**config.mk**
```make
export PLATFORM = sky130hd
export DESIGN_NAME = pixel_fp32_sequencer
export DESIGN_NICKNAME = d
export VERILOG_FILES = /design/src/rtl/pixel_fp32_pkg.sv /design/src/rtl/pixel_fp32_sequencer_conv.sv /design/src/rtl/pixel_fp32_sequencer.sv
export SDC_FILE = /design/constraint.sdc
export NUM_CORES = 1
export LEC_CHECK = 0
export BUFFER_PORTS_ARGS = -buffer_cell sky130_fd_sc_hd__buf_2
export CORE_MARGIN = 2
export CORE_UTILIZATION = 50
export CTS_CLUSTER_SIZE = 30
export DETAILED_ROUTE_END_ITERATION = 16
export PLACE_DENSITY = 0.79
export SYNTH_ARGS = -nofsm -noshare
export SYNTH_HDL_FRONTEND = slang
export SYNTH_SLANG_ARGS = --single-unit
```
**constraint.sdc**
```tcl
create_clock -name i_clk -period 8.4 [get_ports i_clk]
set_input_delay 0.84 -clock i_clk [delete_from_list [all_inputs] [get_ports i_clk]]
set_output_delay 0.84 -clock i_clk [all_outputs]
set_load 0.01 [all_outputs]
```
**src/rtl/pixel_fp32_pkg.sv**
```systemverilog
// Shared types and constants for the pixel byte-to-fp32 sequencer.
package pixel_fp32_pkg;

  typedef enum logic {
    S_IDLE,
    S_CONV
  } state_t;

  typedef logic [1:0] ch_idx_t;

  localparam logic [31:0] FP32_ZERO = 32'h0000_0000;
  localparam logic [31:0] FP32_ONE  = 32'h3F80_0000;

endpackage

```
**src/rtl/pixel_fp32_sequencer_conv.sv**
```systemverilog
// Combinational byte -> fp32 converter producing round-to-nearest-even(x/255).
module pixel_fp32_sequencer_conv
  import pixel_fp32_pkg::*;
(
  input  logic [7:0]  i_uint8_int,
  output logic [31:0] o_fp32_hex
);

  logic [2:0]  lz;
  logic [30:0] pattern;
  logic [4:0]  top;
  logic [23:0] win;
  logic [7:0]  expo;

  always_comb begin
    lz = 3'd0;
    for (int i = 0; i < 8; i++) begin
      if (i_uint8_int[i]) lz = 3'(7 - i);
    end
  end

  // x/255 in binary is the byte x repeated forever, so the mantissa is a window
  // into that pattern just after the leading one; the infinite nonzero tail
  // rules out exact ties, so the guard bit alone decides rounding.
  assign pattern = {i_uint8_int[6:0], {3{i_uint8_int}}};
  assign top     = 5'd30 - {2'b00, lz};
  assign win     = pattern[top -: 24];
  assign expo    = 8'd126 - {5'b00000, lz};

  always_comb begin
    if (i_uint8_int == 8'h00)
      o_fp32_hex = FP32_ZERO;
    else if (i_uint8_int == 8'hFF)
      o_fp32_hex = FP32_ONE;
    else
      o_fp32_hex = {1'b0, expo, win[23:1]} + {31'b0, win[0]};
  end

endmodule

```
**src/rtl/pixel_fp32_sequencer.sv**
```systemverilog
// Time-shares one byte->fp32 converter across the channels of each accepted pixel,
// emitting one fp32 word per channel on a valid/ready stream.
module pixel_fp32_sequencer
  import pixel_fp32_pkg::*;
#(
  parameter int NUM_CH = 3,
  parameter int CNT_W  = 16
) (
  input  logic                  i_clk,
  input  logic                  i_rst,
  input  logic [8*NUM_CH-1:0]   i_pix,
  input  logic                  i_pix_last,
  input  logic                  i_pix_valid,
  output logic                  o_pix_ready,
  output logic [31:0]           o_fp32,
  output logic [1:0]            o_ch,
  output logic                  o_last,
  output logic                  o_valid,
  input  logic                  i_ready,
  output logic                  o_busy,
  output logic                  o_frame_done,
  output logic [CNT_W-1:0]      o_pix_cnt
);

  state_t                state;
  ch_idx_t               idx;
  logic [8*NUM_CH-1:0]   held_pix;
  logic                  held_last;
  logic                  load;
  logic                  last_idx;
  logic                  accept;
  logic [7:0]            conv_byte;
  logic [31:0]           conv_fp32;

  assign last_idx     = (idx == ch_idx_t'(NUM_CH - 1));
  assign load         = (state == S_CONV) && (!o_valid || i_ready);
  assign o_pix_ready  = !i_rst && ((state == S_IDLE) || (load && last_idx));
  assign accept       = i_pix_valid && o_pix_ready;
  assign o_frame_done = o_valid && i_ready && o_last;
  assign o_busy       = (state == S_CONV) || o_valid;

  always_comb begin
    conv_byte = held_pix[7:0];
    for (int k = 0; k < NUM_CH; k++) begin
      if (idx == ch_idx_t'(k)) conv_byte = held_pix[8*k +: 8];
    end
  end

  pixel_fp32_sequencer_conv u_conv (
    .i_uint8_int (conv_byte),
    .o_fp32_hex  (conv_fp32)
  );

  // A same-cycle accept is ordered after the load so that it overrides the
  // return to idle on the final channel, keeping back-to-back pixels bubble-free.
  always_ff @(posedge i_clk) begin
    if (i_rst) begin
      state     <= S_IDLE;
      idx       <= '0;
      held_pix  <= '0;
      held_last <= 1'b0;
      o_fp32    <= FP32_ZERO;
      o_ch      <= '0;
      o_last    <= 1'b0;
      o_valid   <= 1'b0;
      o_pix_cnt <= '0;
    end else begin
      if (load) begin
        o_fp32  <= conv_fp32;
        o_ch    <= idx;
        o_last  <= held_last && last_idx;
        o_valid <= 1'b1;
        idx     <= idx + 2'd1;
        if (last_idx) state <= S_IDLE;
      end else if (o_valid && i_ready) begin
        o_valid <= 1'b0;
      end

      if (accept) begin
        held_pix  <= i_pix;
        held_last <= i_pix_last;
        idx       <= '0;
        state     <= S_CONV;
        o_pix_cnt <= o_pix_cnt + CNT_W'(1);
      end
    end
  end

endmodule

```
[Word-level counts from Yosys, hierarchy flattened]
Cells that the tools add are included.
Word-level totals
  register bits after elaboration: 80
  input bits: 29
  output and inout port bits: 55
Operators by class
  reduce and logical (&&, ||, !) cells: 18
  $add $sub $neg: 5
  shift-type cells: 1
  muxes and demuxes: 17
  bitwise operators: 1
  equality and inequality tests: 3
Operator list (count)
  $mux W32: 2
  $shiftx A54 B6 Y24: 1
  $add A31 B1 Y32: 1
  $mux W3: 8
  $add A16 B1 Y16 const B: 1
  $mux W8: 2
  $eq A8 B8 Y1 const B: 1
  $logic_not A8 Y1: 1
  $sub A7 B3 Y8 const A: 1
  $logic_and A1 B1 Y1: 7
  $reduce_bool A2 Y1: 3
  $mux W1: 5
  $sub A2 B4 Y5 const A: 1
  $logic_or A1 B1 Y1: 3
  $add A2 B1 Y2 const B: 1
  $eq A2 B1 Y1 const B: 1
  $eq A2 B2 Y1 const B: 1
  $logic_not A1 Y1: 2
  $reduce_and A2 Y1: 1
  $reduce_or A2 Y1: 1
  $not A1 Y1: 1

[Longest topological paths before layout]
  depth after elaboration: 16
  depth in mapped cells: 19

[By module]
From an unflattened synthesis, not the netlist that was laid out.
Unflattened totals
  cells, all modules: 538
  area total of the unflattened synthesis: 4256.6 µm²
Modules (own cells, without submodules)
  pixel_fp32_sequencer: cells each 383, area each 3271.9 µm², instances 1, seq. area each 1601.5 µm²
  pixel_fp32_sequencer_conv: cells each 155, area each 984.7 µm², instances 1, seq. area each 0.0 µm²

[Worst setup path before layout]
Ideal clock, no wire load.
  kind: register -> register
  start: register idx[0]
  end: register o_fp32[6]
  required time: 8.283 ns
  stages on the path, launching flop included: 20
  clock period less this slack: 4.307 ns
  setup time: 0.117 ns
  arrival time: 4.190 ns
  setup slack: 4.093 ns
  path buffers: 3
  cell sequence: dfxtp_1 -> inv_1 -> ha_1 -> buf_6 -> buf_6 -> o21a_1 -> a211o_1 -> a21oi_2 -> nor2_1 -> ha_1 -> clkbuf_1 -> or3_1 -> a211o_1 -> a32oi_1 -> ha_1 -> ha_1 -> o221ai_1 -> nand4b_1 -> xnor2_1 -> a22o_1
Between the ends
  cells in the longest elaborated chain, start to end: 16
  elaborated cells between the ends (all ways): 19
  those cells by class: add/sub: 2; eq/ne: 3; shift: 1; mux: 12; reduce/logical: 1
RTL lines
  start: declaration: line pixel_fp32_sequencer.sv:26  | ch_idx_t idx;
  start signal: assignment: line pixel_fp32_sequencer.sv:73  | idx <= idx + 2'd1;
  $eq A2 B1 Y1: line pixel_fp32_sequencer.sv:45  | if (idx == ch_idx_t'(k)) conv_byte = held_pix[8*k +: 8];
  $mux W8: line pixel_fp32_sequencer.sv:45
  $mux W8 *: line pixel_fp32_sequencer.sv:45
  $mux W3 (8 in a row): line pixel_fp32_sequencer_conv.sv:18  | if (i_uint8_int[i]) lz = 3'(7 - i);
  $sub A2 B4 Y5: line pixel_fp32_sequencer_conv.sv:26  | assign top = 5'd30 - {2'b00, lz};
  $shiftx A54 B6 Y24: line pixel_fp32_sequencer_conv.sv:27  | assign win = pattern[top -: 24];
  $add A31 B1 Y32: line pixel_fp32_sequencer_conv.sv:36  | o_fp32_hex = {1'b0, expo, win[23:1]} + {31'b0, win[0]};
  $mux W32: line pixel_fp32_sequencer_conv.sv:33  | else if (i_uint8_int == 8'hFF)
  $mux W32 *: line pixel_fp32_sequencer_conv.sv:31  | if (i_uint8_int == 8'h00)
  end signal: assignment: line pixel_fp32_sequencer.sv:69  | o_fp32 <= conv_fp32;
  end: declaration: line pixel_fp32_sequencer.sv:15  | output logic [31:0] o_fp32,
Every way passes the cells marked *; elsewhere a longest branch is shown, timed or not.
A chain may end at the register's enable or synchronous reset.

[Worst setup path in the final report]
Ends and elaborated chain as after synthesis.

==> results.md <==
Power:
- Of the total power, the share spent switching nets is 0.345.
- Dividing total power by cell area gives a power density of 233 nW/um2.
- The share of total power dissipated in sequential elements is 0.410.
- The cell-internal power is 0.678 mW.
- VDD sags by at most approximately 0.00014 V.
- The total net switching power is 0.357 mW.
- Of the total power, combinational logic draws 0.295.
- The relative contribution of the clock network to total power is 0.296.
- The static leakage is about 1.9 nW.

Synth:
- After synthesis, the cell types taking the most area are sky130_fd_sc_hd__dfxtp_1 (41%), sky130_fd_sc_hd__nand2_1 (7.2%), sky130_fd_sc_hd__nand2b_1 (4.6%).
- The most common cell in the synthesized netlist is sky130_fd_sc_hd__dfxtp_1.
- Among all flip-flop cells after synthesis, the most frequent one is sky130_fd_sc_hd__dfxtp_1.
- In this run, synthesis produced a sequential element count of slightly below 80.
- The synthesized design contains 0 enable-type register cells.
- Of the synthesized area, sequential elements account for 0.414.
- The number of instances in the synthesized netlist is 449.
- The commonest cells after synthesis are sky130_fd_sc_hd__dfxtp_1 (79), sky130_fd_sc_hd__nand2_1 (73), sky130_fd_sc_hd__nor2_1 (41).
- During synthesis, Yosys emitted a total of 0 warnings.
- The distinct cell type count of the synthesized netlist is 59.
- The cell area that synthesis handed to floorplanning was between 3000 and 4000 um2.
- The fraction of post-synthesis cell area in the top cell type by area is 0.414.
- The share of flip-flops with an asynchronous set or reset is 0.
- Each instance of the synthesized netlist takes up on average approximately 8.5 um2.
- The cell type contributing the most total cell area after synthesis is sky130_fd_sc_hd__dfxtp_1.
- The post-synth net total is between 400 and 500.

Floorplanning:
- In this run the count of I/O pins placed on the die edge is 84.
- The starting utilization of the core area is 0.521.
- The placement row count is 31.
- The die covers 8350 um2.
- Measured along the x axis, the die boundary spans 91.4 um.
- After floorplanning, the core was sized to cover 7330 um2.
- The die is between 90 and 100 um tall.

Global routing:
- The via count of the first global-routing pass is around 3.2k.
- After global routing the overflow that remains totals 0.
- The initial antenna violation count was 0.
- The first global-routing pass estimated 14.9 mm of wire.
- The maximum number of pins on one net before global-route repair is 76.
- For this run, the total global-route usage over all layers was measured as 0.217.

Cells and area:
- The summed area of non-filler cells in the final layout is 4440 um2.
- The fraction of final layout cells with drive strength greater than 1 is 0.234.
- Relative to the synthesized area, the layout overhead comes to 16.4%.
- Once layout is complete, the utilization of the core stands at 0.606.
- The antenna diode count is 0.
- The number of nets in the finished design is 552.

Route:
- The detailed router's first-iteration violation count is 185.
- The via density per instance is 5.46.
- The total DRC errors in the routed layout is 0.
- The via count of the routed design is 3385.
- The count of nets left with antenna violations once routing finished came out at 0.
- The final layout contains routed wiring with a total length of between 8 and 9 mm.
- In the final routed layout, each cell accounts on average for between 10 and 15 um.
- The first TritonRoute pass finished after 5 iterations.

Clock network:
- Gates resized during post-CTS repair numbered 0.
- The number of setup buffers added after CTS is 0.
- The CTS tree is done.
- The tree built by TritonCTS fans out to 79 sinks.
- Clock tree synthesis inserted a total of 9 buffers.
- The number of buffers on the longest clock path is 2.
- The total number of H-tree levels is 3.
- Clock-pin slew was measured on the worst setup and hold paths at 0.09 ns.
- The root buffer cell is sky130_fd_sc_hd__clkbuf_8.
- The later pin in the worst-skew pair is clocked with a latency of 0.35 ns.
- The number of hold buffers added after CTS was 0.

STA:
- The time the final worst path needs with I/O delays and setup is 5.00 ns.
- The final-report hold violation count came to 0.
- The fraction of the cycle the final worst path needs is 0.596.
- The total negative slack for setup checks is 0 ns.
- The worst hold slack after final layout is 0.457 ns.
- The clock arrives with 0.00550 ns of skew.
- The slew at the pin closest to its max-slew limit is 0.881 ns.
- The worst relative slew slack is 0.412.
- Timing would allow up to roughly 0.2 GHz.
- The number of pins with negative max-slew slack in the final report is 0.
- Setup repair after global routing left no endpoint under its margin.
- The setup slack after layout is 3.40 ns.
- The number of setup violations in the final report is 0.

Place:
- The congestion estimate from routability-driven global placement came to 0.904.
- The worst-case setup slack after placement is ~3.5 ns.
- The number of I/O port buffers is 82.
- The cell area after placement is 4230 um2.
- The half-perimeter wire length after detailed placement is 6.31 mm.

Worst setup path:
- The peak fanout along the critical path is 24.
- The flop-to-flop setup slack is ~3.4 ns.
- Among the stages of the critical path, the cell type that occurs most often is sky130_fd_sc_hd__ha_1.
- The critical path crosses 17 cells after its start point.
- The peak per-stage delay on the critical path is 0.73 ns.
- Traced cell by cell, the critical path runs through inv_1 > ha_1 > nand2_1 > o21a_1 > a211o_1 > a21oi_2 > nor2_1 > ha_1 > or3_1 > a211o_1 > a32oi_1 > ha_1 > ha_1 > o221ai_1 > nand4b_1 > xnor2_1 > a22o_1.
- The worst path required time is 8.65 ns.
- The type of origin of the critical path is a flip-flop.
- The logic depth of the worst register-to-register path is 17.
- The worst register-to-register path ends at o_fp32[6].
- The startpoint identified for the worst register-to-register timing path is idx[0].
- The family of cells with the greatest summed delay on the critical path is compound AO/OA/AOI/OAI gates.
- The data arrival at the endpoint of the critical path is ~5.3 ns.
- The critical path capture point type is a flip-flop.
- The critical path start-end classification is reg -> reg.
- The critical path endpoint is o_fp32[6].
- The largest individual stage delay along the critical path comes from the cell sky130_fd_sc_hd__ha_1.
- In this run the worst setup path begins at idx[0].
- Counting both buffers and inverters, the worst setup path holds a total of 1.

Flow run:
- The tool flagged a number of max-cap violations equal to 0.

Status:
- The flow ran to the end, and the final reports show no timing, DRC or antenna violations.

Worst hold path:
- The min-delay analysis places its worst path in the category reg -> reg.
==> layer usage <==
metal	routed length (um)	track usage	up-vias
met5	0	0	-
li1	-	-	1704
met2	4180	0.349	121
met3	581	0.0481	7
met1	4100	0.287	1553
met4	50	0.0745	0
==> logic make-up (layout without fill, tap and decap cells) <==
| group | Yosys count | count (layout) | share of synthesized area |
|---|---|---|---|
| AO/OA/AOI/OAI | 112 | 112 | 0.194 |
| XOR/XNOR | 19 | 19 | 0.0436 |
| adder cells (fa/ha/maj) | 7 | 7 | 0.0229 |
| buffers and inverters | 32 | 104 | 0.0393 |
| flip-flops | 79 | 79 | 0.414 |
| multiplexers | 12 | 12 | 0.0446 |
| other | 1 | 1 | 0.000982 |
| AND/OR/NAND/NOR | 187 | 187 | 0.240 |
==> tightest hold or removal path, cell delays in order, from the launching register on <==
cell	delay (ns)
sky130_fd_sc_hd__dfxtp_1	0.32
sky130_fd_sc_hd__nand2_1	0.05
sky130_fd_sc_hd__a21oi_1	0.05
==> power by group through the flow <==
| stage | Combinational (mW) | Clock, mW | Sequential (mW) |
|---|---|---|---|
| 2_1_floorplan | 0.216 | 0 | 0.440 |
| 3_3_place_gp | 0.294 | 0 | 0.432 |
| 3_5_place_dp | 0.299 | 0 | 0.433 |
| 4_1_cts | 0.302 | 0.310 | 0.424 |
| 5_1_grt | 0.335 | 0.329 | 0.428 |
| 6_report | 0.305 | 0.306 | 0.424 |
==> metrics by stage <==
stage                     cells  power, mW
after floorplan             449      0.655
after global placement      604      0.726
after detailed placement    604      0.732
after CTS                   620       1.04
after global routing        620       1.09
final                       620       1.04
==> how the worst min path moves through the flow <==
| stage | startpoint | endpoint | slack (ns) | cells after the start |
|---|---|---|---|---|
| floorplan | held_last | o_last | 0.45 | 2 |
| global placement | o_fp32[30] | o_fp32[30] | 0.44 | 1 |
| detailed placement | o_fp32[30] | o_fp32[30] | 0.44 | 1 |
| CTS | o_fp32[9] | o_fp32[9] | 0.46 | 2 |
| global route | o_fp32[11] | o_fp32[11] | 0.48 | 2 |
| finish | o_fp32[11] | o_fp32[11] | 0.46 | 2 |
==> final cells by class <==
type	instances	area (um2)
clock buffer	10	138
tap	99	124
timing repair buffer	84	425
inverter	4	15.0
multi-input combinational	338	2090
fill	674	2890
sequential	79	1580
clock inverter	6	75.1
==> layout by cell type (no fill, tap or decap), drive strengths merged, types with 6 or more instances in the layout <==
| master | count |
|---|---|
| xnor2 | 6 |
| a21oi | 27 |
| xor2 | 13 |
| dfxtp | 79 |
| nor2 | 42 |
| buf | 84 |
| nand2b | 28 |
| clkbuf | 10 |
| inv | 7 |
| ha | 7 |
| a22oi | 8 |
| o21ai | 43 |
| mux2i | 8 |
| nand2 | 73 |
| nand3 | 11 |
| o21a | 8 |
==> flip-flops by register name, summed over array words and instances (netlist names) <==
signal	flops
state	1
o_last	1
held_pix	24
o_valid	1
idx	2
o_pix_cnt	16
held_last	1
o_fp32	31
o_ch	2
No activity file was read; power rests on OpenSTA's default activity.
